<file path="config.mk">
export PLATFORM = sky130hd
export DESIGN_NAME = leaky_relu_derivative_array_flat
export DESIGN_NICKNAME = d
export VERILOG_FILES = /design/src/rtl/leaky_relu_derivative_array_if.sv /design/src/rtl/leaky_relu_derivative_array.sv /design/src/flat_wrapper.sv
export SDC_FILE = /design/constraint.sdc
export NUM_CORES = 2
export LEC_CHECK = 0
export ABC_AREA = 1
export CORE_MARGIN = 1.5
export CORE_UTILIZATION = 37
export DETAILED_ROUTE_END_ITERATION = 7
export HOLD_SLACK_MARGIN = 0.06
export PLACE_DENSITY = 0.64
export SYNTH_ARGS = -nofsm -noshare
export SYNTH_HDL_FRONTEND = slang
export SYNTH_SLANG_ARGS = --single-unit
</file>
<file path="constraint.sdc">
create_clock -name clk -period 2.45 [get_ports clk]
set_input_delay 0.245 -clock clk [delete_from_list [all_inputs] [get_ports clk]]
set_output_delay 0.245 -clock clk [all_outputs]
set_load 0.01 [all_outputs]
</file>
<file path="src/rtl/leaky_relu_derivative_array_if.sv">
// Bundle of the per-lane H push, gradient and result signals of the
// leaky-ReLU derivative array, plus the shared leak factor and flush.
interface leaky_relu_derivative_array_if #(
   parameter int NUM_COLS = 2,
   parameter int DATA_W   = 16
);
   logic [DATA_W-1:0]          lr_leak_factor_in;
   logic                       lr_d_flush_in;
   logic [NUM_COLS-1:0]        lr_d_h_valid_in;
   logic [NUM_COLS*DATA_W-1:0] lr_d_h_data_in;
   logic [NUM_COLS-1:0]        lr_d_valid_in;
   logic [NUM_COLS*DATA_W-1:0] lr_d_data_in;
   logic [NUM_COLS-1:0]        lr_d_valid_out;
   logic [NUM_COLS*DATA_W-1:0] lr_d_data_out;
   logic [NUM_COLS-1:0]        lr_d_h_full_out;
   logic [NUM_COLS-1:0]        lr_d_h_empty_out;
   logic [NUM_COLS-1:0]        lr_d_overflow_out;
   logic [NUM_COLS-1:0]        lr_d_underflow_out;

   modport master (
      output lr_leak_factor_in, lr_d_flush_in, lr_d_h_valid_in, lr_d_h_data_in,
             lr_d_valid_in, lr_d_data_in,
      input  lr_d_valid_out, lr_d_data_out, lr_d_h_full_out, lr_d_h_empty_out,
             lr_d_overflow_out, lr_d_underflow_out
   );

   modport slave (
      input  lr_leak_factor_in, lr_d_flush_in, lr_d_h_valid_in, lr_d_h_data_in,
             lr_d_valid_in, lr_d_data_in,
      output lr_d_valid_out, lr_d_data_out, lr_d_h_full_out, lr_d_h_empty_out,
             lr_d_overflow_out, lr_d_underflow_out
   );
endinterface

</file>
<file path="src/rtl/leaky_relu_derivative_array.sv">
// Backward-pass leaky-ReLU derivative for NUM_COLS independent lanes.
// Each lane keeps a circular cache of forward-pass signs (H > 0); every
// incoming gradient pops the oldest sign and is passed through or scaled by
// the leak factor with round-half-up and saturation. Two-stage pipeline.
module leaky_relu_derivative_array #(
   parameter int NUM_COLS = 2,
   parameter int DATA_W   = 16,
   parameter int FRAC_W   = 8,
   parameter int H_DEPTH  = 16
) (
   input logic clk,
   input logic rst,
   leaky_relu_derivative_array_if.slave bus
);

   localparam int PTR_W = $clog2(H_DEPTH);
   localparam logic [PTR_W:0]   FULL_COUNT = (PTR_W+1)'(H_DEPTH);
   localparam logic [PTR_W:0]   COUNT_ONE  = (PTR_W+1)'(1);
   localparam logic [PTR_W-1:0] PTR_ONE    = PTR_W'(1);
   localparam logic signed [2*DATA_W:0] ROUND_C =
      {{(2*DATA_W+1-FRAC_W){1'b0}}, 1'b1, {(FRAC_W-1){1'b0}}};
   localparam logic signed [2*DATA_W:0] SAT_MAX =
      {{(DATA_W+2){1'b0}}, {(DATA_W-1){1'b1}}};
   localparam logic signed [2*DATA_W:0] SAT_MIN =
      {{(DATA_W+2){1'b1}}, {(DATA_W-1){1'b0}}};

   // sign cache state
   logic [H_DEPTH-1:0] sign_mem   [NUM_COLS];
   logic [PTR_W-1:0]   rd_ptr     [NUM_COLS];
   logic [PTR_W-1:0]   wr_ptr     [NUM_COLS];
   logic [PTR_W:0]     count      [NUM_COLS];
   logic [PTR_W:0]     count_next [NUM_COLS];
   logic [NUM_COLS-1:0] full_q, empty_q, overflow_q, underflow_q;

   // per-lane decode
   logic signed [DATA_W-1:0]   leak;
   logic signed [DATA_W-1:0]   h_lane    [NUM_COLS];
   logic signed [DATA_W-1:0]   grad_lane [NUM_COLS];
   logic signed [2*DATA_W-1:0] prod      [NUM_COLS];
   logic [NUM_COLS-1:0] cache_nonempty, cache_full, do_push, do_pop, push_pos;

   // pipeline state
   logic [NUM_COLS-1:0]        s1_valid, s1_pass, s1_zero;
   logic signed [DATA_W-1:0]   s1_grad [NUM_COLS];
   logic signed [2*DATA_W-1:0] s1_prod [NUM_COLS];
   logic signed [2*DATA_W:0]   rounded [NUM_COLS];
   logic signed [2*DATA_W:0]   shifted [NUM_COLS];
   logic signed [DATA_W-1:0]   result  [NUM_COLS];
   logic [NUM_COLS-1:0]        out_valid_q;
   logic [DATA_W-1:0]          out_data_q [NUM_COLS];

   assign leak = bus.lr_leak_factor_in;

   // Unpack lanes, decide push/pop per lane and form the full-width product.
   // A push on a full cache only lands if the same cycle also pops; a push on
   // an empty cache always lands even though the gradient underflows.
   always_comb begin
      for (int i = 0; i < NUM_COLS; i++) begin
         h_lane[i]         = bus.lr_d_h_data_in[i*DATA_W +: DATA_W];
         grad_lane[i]      = bus.lr_d_data_in[i*DATA_W +: DATA_W];
         prod[i]           = (2*DATA_W)'(grad_lane[i]) * (2*DATA_W)'(leak);
         cache_nonempty[i] = (count[i] != '0);
         cache_full[i]     = (count[i] == FULL_COUNT);
         do_pop[i]         = bus.lr_d_valid_in[i] && cache_nonempty[i];
         do_push[i]        = bus.lr_d_h_valid_in[i] && (!cache_full[i] || do_pop[i]);
         push_pos[i]       = !h_lane[i][DATA_W-1] && (h_lane[i] != '0);
         count_next[i]     = count[i];
         if (do_push[i] && !do_pop[i]) begin
            count_next[i] = count[i] + COUNT_ONE;
         end else if (do_pop[i] && !do_push[i]) begin
            count_next[i] = count[i] - COUNT_ONE;
         end
      end
   end

   // Pointers, occupancy and registered flags; flush returns them to reset.
   always_ff @(posedge clk or negedge rst) begin
      if (!rst) begin
         for (int i = 0; i < NUM_COLS; i++) begin
            rd_ptr[i] <= '0;
            wr_ptr[i] <= '0;
            count[i]  <= '0;
         end
         full_q      <= '0;
         empty_q     <= '1;
         overflow_q  <= '0;
         underflow_q <= '0;
      end else if (bus.lr_d_flush_in) begin
         for (int i = 0; i < NUM_COLS; i++) begin
            rd_ptr[i] <= '0;
            wr_ptr[i] <= '0;
            count[i]  <= '0;
         end
         full_q      <= '0;
         empty_q     <= '1;
         overflow_q  <= '0;
         underflow_q <= '0;
      end else begin
         for (int i = 0; i < NUM_COLS; i++) begin
            if (do_push[i]) wr_ptr[i] <= wr_ptr[i] + PTR_ONE;
            if (do_pop[i])  rd_ptr[i] <= rd_ptr[i] + PTR_ONE;
            count[i]   <= count_next[i];
            full_q[i]  <= (count_next[i] == FULL_COUNT);
            empty_q[i] <= (count_next[i] == '0);
            if (bus.lr_d_h_valid_in[i] && cache_full[i] && !do_pop[i]) overflow_q[i] <= 1'b1;
            if (bus.lr_d_valid_in[i] && !cache_nonempty[i]) underflow_q[i] <= 1'b1;
         end
      end
   end

   // Sign storage needs no reset: entries are only read behind the write pointer.
   always_ff @(posedge clk) begin
      for (int i = 0; i < NUM_COLS; i++) begin
         if (!bus.lr_d_flush_in && do_push[i]) sign_mem[i][wr_ptr[i]] <= push_pos[i];
      end
   end

   // Stage 1: pop the sign, note underflow, capture gradient and product.
   always_ff @(posedge clk or negedge rst) begin
      if (!rst) begin
         s1_valid <= '0;
         s1_pass  <= '0;
         s1_zero  <= '0;
         for (int i = 0; i < NUM_COLS; i++) begin
            s1_grad[i] <= '0;
            s1_prod[i] <= '0;
         end
      end else if (bus.lr_d_flush_in) begin
         s1_valid <= '0;
      end else begin
         for (int i = 0; i < NUM_COLS; i++) begin
            s1_valid[i] <= bus.lr_d_valid_in[i];
            s1_zero[i]  <= !cache_nonempty[i];
            s1_pass[i]  <= sign_mem[i][rd_ptr[i]];
            s1_grad[i]  <= grad_lane[i];
            s1_prod[i]  <= prod[i];
         end
      end
   end

   // Round half toward +inf, drop the fraction, clamp, then pick the result.
   always_comb begin
      for (int i = 0; i < NUM_COLS; i++) begin
         rounded[i] = {s1_prod[i][2*DATA_W-1], s1_prod[i]} + ROUND_C;
         shifted[i] = rounded[i] >>> FRAC_W;
         if (s1_zero[i]) begin
            result[i] = '0;
         end else if (s1_pass[i]) begin
            result[i] = s1_grad[i];
         end else if (shifted[i] > SAT_MAX) begin
            result[i] = SAT_MAX[DATA_W-1:0];
         end else if (shifted[i] < SAT_MIN) begin
            result[i] = SAT_MIN[DATA_W-1:0];
         end else begin
            result[i] = shifted[i][DATA_W-1:0];
         end
      end
   end

   // Stage 2: register the final per-lane result and its valid.
   always_ff @(posedge clk or negedge rst) begin
      if (!rst) begin
         out_valid_q <= '0;
         for (int i = 0; i < NUM_COLS; i++) out_data_q[i] <= '0;
      end else if (bus.lr_d_flush_in) begin
         out_valid_q <= '0;
         for (int i = 0; i < NUM_COLS; i++) out_data_q[i] <= '0;
      end else begin
         out_valid_q <= s1_valid;
         for (int i = 0; i < NUM_COLS; i++) begin
            if (s1_valid[i]) out_data_q[i] <= result[i];
         end
      end
   end

   // Repack lane results onto the output bus.
   always_comb begin
      bus.lr_d_data_out = '0;
      for (int i = 0; i < NUM_COLS; i++) begin
         bus.lr_d_data_out[i*DATA_W +: DATA_W] = out_data_q[i];
      end
   end

   assign bus.lr_d_valid_out     = out_valid_q;
   assign bus.lr_d_h_full_out    = full_q;
   assign bus.lr_d_h_empty_out   = empty_q;
   assign bus.lr_d_overflow_out  = overflow_q;
   assign bus.lr_d_underflow_out = underflow_q;

endmodule

</file>
<file path="src/flat_wrapper.sv">
// flat-port wrapper written by rule: the top's interface ports become plain ports
module leaky_relu_derivative_array_flat 
#(
   parameter int NUM_COLS = 2,
   parameter int DATA_W   = 16,
   parameter int FRAC_W   = 8,
   parameter int H_DEPTH  = 16
)
  (clk, rst, bus_lr_leak_factor_in, bus_lr_d_flush_in, bus_lr_d_h_valid_in, bus_lr_d_h_data_in, bus_lr_d_valid_in, bus_lr_d_data_in, bus_lr_d_valid_out, bus_lr_d_data_out, bus_lr_d_h_full_out, bus_lr_d_h_empty_out, bus_lr_d_overflow_out, bus_lr_d_underflow_out);
  leaky_relu_derivative_array_if #(.NUM_COLS(NUM_COLS), .DATA_W(DATA_W)) bus_i ();
  input logic clk;
  input logic rst;
  input wire logic [$bits(bus_i.lr_leak_factor_in)-1:0] bus_lr_leak_factor_in;
  input wire logic [$bits(bus_i.lr_d_flush_in)-1:0] bus_lr_d_flush_in;
  input wire logic [$bits(bus_i.lr_d_h_valid_in)-1:0] bus_lr_d_h_valid_in;
  input wire logic [$bits(bus_i.lr_d_h_data_in)-1:0] bus_lr_d_h_data_in;
  input wire logic [$bits(bus_i.lr_d_valid_in)-1:0] bus_lr_d_valid_in;
  input wire logic [$bits(bus_i.lr_d_data_in)-1:0] bus_lr_d_data_in;
  output wire logic [$bits(bus_i.lr_d_valid_out)-1:0] bus_lr_d_valid_out;
  output wire logic [$bits(bus_i.lr_d_data_out)-1:0] bus_lr_d_data_out;
  output wire logic [$bits(bus_i.lr_d_h_full_out)-1:0] bus_lr_d_h_full_out;
  output wire logic [$bits(bus_i.lr_d_h_empty_out)-1:0] bus_lr_d_h_empty_out;
  output wire logic [$bits(bus_i.lr_d_overflow_out)-1:0] bus_lr_d_overflow_out;
  output wire logic [$bits(bus_i.lr_d_underflow_out)-1:0] bus_lr_d_underflow_out;
  assign bus_i.lr_leak_factor_in = bus_lr_leak_factor_in;
  assign bus_i.lr_d_flush_in = bus_lr_d_flush_in;
  assign bus_i.lr_d_h_valid_in = bus_lr_d_h_valid_in;
  assign bus_i.lr_d_h_data_in = bus_lr_d_h_data_in;
  assign bus_i.lr_d_valid_in = bus_lr_d_valid_in;
  assign bus_i.lr_d_data_in = bus_lr_d_data_in;
  assign bus_lr_d_valid_out = bus_i.lr_d_valid_out;
  assign bus_lr_d_data_out = bus_i.lr_d_data_out;
  assign bus_lr_d_h_full_out = bus_i.lr_d_h_full_out;
  assign bus_lr_d_h_empty_out = bus_i.lr_d_h_empty_out;
  assign bus_lr_d_overflow_out = bus_i.lr_d_overflow_out;
  assign bus_lr_d_underflow_out = bus_i.lr_d_underflow_out;
  leaky_relu_derivative_array #(.NUM_COLS(NUM_COLS), .DATA_W(DATA_W), .FRAC_W(FRAC_W), .H_DEPTH(H_DEPTH)) u_core (.clk(clk), .rst(rst), .bus(bus_i));
endmodule
</file>
==> impl_metrics.csv <==
group,metric,value,unit
floorplanning,die_w,291,µm
final_layout,area.growth.synth_to_final,41.3,%
yosys,synth.most_common_cell,"nand2_1",
critical_path,reg2regPathDepth,13,
grt,grt_pass1_wl,163000,µm
clocking,cts.clk_slew.worst_paths,100,ps
timing,rsz0062_at_grt,"true",
route,routed_wl,102000,µm
yosys,netlist_top_cells_area,"fa_1, nand2_1, inv_1",
route,highest_layer,"met4",
timing,finClkSkew,27.3,ps
final_layout,final_cell_area,43400,µm²
grt,grt_pass1_vias,29700,
route,drc,0,
critical_path,cp_data_required_time,2820,ps
timing,post-route-min-period,5110,ps
yosys,synth_edf_count,32,
critical_path,r2r_slack,180,ps
place,dpl_cell_area,37700,µm²
critical_path,cp-start-kind,"input port",
critical_path,worstPathMaxFanout,8,
yosys,synth_nets,4826,
route,dr.pass1.iters,6,
grt,grtUsageTotal,0.247,
floorplanning,rows,105,
route,drtIter0Drc,1750,
route,wire_per_inst,17.9,µm
place,port_buffers,128,
clocking,cts-root-buf,"clkbuf_16",
timing,max_freq,196,MHz
timing,worst_slew_pin_slew,1120,ps
yosys,synth_area_per_cell,7.60,µm²
min_path,holdPathStages,2,
yosys,seq_area_frac_synth,0.158,
status,violations,"negative setup slack",
place,hpwlAfterDp,73500,µm
critical_path,max_stage_delay,600,ps
grt,overflow,0,
route,wl_met2,52100,µm
route,dr_wl_met3,5580,µm
timing,final_hold_viol_count,0,
yosys,synth_top_area_frac,0.340,
timing,timing.final.ws_setup,-2660,ps
clocking,cts_buffers,17,
grt,grt_max_degree,56,
timing,final.setup.tns,-118110,ps
final_layout,layout-drive-gt1-share,0.304,
floorplanning,die_area,84800,µm²
timing,slew_viol_final,0,
critical_path,crit_type,"input port to flip-flop",
yosys,synth_cells,4043,
floorplanning,core,82100,µm²
route,vias_per_cell,4.85,
grt,antenna_found_initial,1,
final_layout,fillers,7364,
clocking,clockBufferDepth,2,
clocking,htree_levels,4,
route,drtAntennaViolNets,0,
clocking,clk_latency,470,ps
clocking,cts.sinks,188,
timing,maxSlewHeadroom,0.245,
min_path,hp-start,"bus_lr_d_flush_in",
critical_path,worstReg2RegEnd,"u_core.bus.lr_d_data_out[2]",
status,outcome,"finished with violations",
final_layout,nNetsFinal,5426,
min_path,worstHoldEndpoint,"u_core.count[3]",
min_path,hold_class,"input port to flip-flop",
route,route.layer.met1.wl,40600,µm
critical_path,worst_setup_path_end_kind,"flip-flop",
final_layout,final_core_util,0.529,
floorplanning,ios,129,
floorplanning,start_util,0.374,
yosys,syn_area,30700,µm²
place,gp_congestion,0.910,
route,num_vias,27800,
yosys,ys.flop_type,"dfrtp_1",
yosys,netlist.top_cell.by_area,"fa_1",
floorplanning,fp.dieH,291,µm
yosys,synth_cell_types,52,
yosys,ys_ff_latch,188,
timing,whs,204,ps
yosys,async_reset_ff_frac,0.830,
yosys,ys_warn_count,0,
yosys,synth_common_cells,"nand2_1, inv_1, fa_1",
clocking,cts_tree,"built",
critical_path,arrival,5480,ps
job,maxCapViolCount,0,
timing,finalCritPeriodShare,2.09,
critical_path,r2r_start,"u_core.s1_prod[41]",
timing,setup_violations,50,
critical_path,cp_slowest_cell,"fa_2",
-- worst max path at each step --
stage,from,to
CTS,bus_lr_leak_factor_in[12],u_core.s1_prod[58]
detailed placement,bus_lr_leak_factor_in[4],u_core.s1_prod[56]
finish,bus_lr_leak_factor_in[12],u_core.s1_prod[59]
floorplan,bus_lr_d_data_in[15],u_core.s1_prod[58]
global route,bus_lr_leak_factor_in[12],u_core.s1_prod[59]
global placement,bus_lr_leak_factor_in[4],u_core.s1_prod[56]
-- through the flow --
stage                     cells  setup slack [ps]
after CTS                  5688             -2540
after floorplan            4043             -2730
after global placement     5493             -3640
after global routing       5726             -2760
final                      5727             -2660
after detailed placement   5493             -3600
-- area by class of cell --
cell class / instances / area, µm² / share of cell area
Clock inverter: 15 / 214 / 0.00492
Multi-Input combinational cell: 2668 / 24500 / 0.565
Inverter: 1038 / 3950 / 0.0908
Tap cell: 1070 / 1340 / 0.0308
Sequential cell: 188 / 4870 / 0.112
Timing Repair Buffer: 730 / 8100 / 0.186
Antenna cell: 1 / 2.50 / 0.0000576
Clock buffer: 17 / 425 / 0.00979
-- state kept, by name (all words and copies together) (netlist names), 8 cells and up --
register and flops:
u_core.sign_mem 32, u_core.wr_ptr 8, u_core.bus.lr_d_data_out 32, u_core.s1_grad 32, u_core.rd_ptr 8, u_core.count 10
u_core.s1_prod 50
-- critical path, delay by kind of cell --
| kind | cells | cell delay, ps |
|---|---|---|
| AO/OA/AOI/OAI | 2 | 290 |
| buffers and inverters | 9 | 760 |
| AND/OR/NAND/NOR | 8 | 650 |
| adder cells (fa/ha/maj) | 7 | 3530 |
-- kinds of logic after synthesis --
| kind of cell | count (synthesis) | share of synthesized area |
|---|---|---|
| buffers and inverters | 1187 | 0.146 |
| DFF | 188 | 0.158 |
| xor gates and xnor gates | 68 | 0.0194 |
| and+or+nand+nor | 1577 | 0.206 |
| adders and majority gates | 696 | 0.411 |
| AOI/OAI and AO/OA | 327 | 0.0599 |
-- repair_timing --
action | 4_1_cts | 5_1_grt
setup endpoints to repair | 50 | 89
hold buffers | 1 | 0
buffers inserted | 127 | 64
pin swaps | 271 | 267
gates cloned | 36 | 1
gates resized for setup | 638 | 485
hold endpoints to repair | 40 | 0
-- routing by layer --
layer	vias to the layer above	global-route usage
met5	-	0
met3	207	0.0344
met2	748	0.440
met1	13800	0.301
met4	0	0.0983
li1	13100	-
-- placed cells by master (no fill, tap or decap), drive strengths merged, types with 3 or more instances in the layout --
master	Yosys	layout
o21a	7	7
o211ai	6	6
clkdlybuf4s50	0	79
nand3	125	125
fa	522	522
bufbuf	0	10
xor2	30	30
a32o	4	4
clkinv	3	9
a21o	10	10
dfrtp	154	154
ha	174	174
a21boi	5	5
edfxtp	32	32
xnor2	38	38
nor2	256	256
a21oi	107	107
nand4	7	7
nand3b	7	7
nor3	34	34
clkbuf	134	22
nor4	11	11
buf	15	634
a31oi	7	7
o22ai	10	10
nand2	1116	1116
inv	1035	1043
or2	16	16
o21ai	152	152
o21bai	7	7
o31ai	3	3
Power is not shown: default switching activity piles up to over one toggle a cycle in this logic, so the estimate is an artifact.
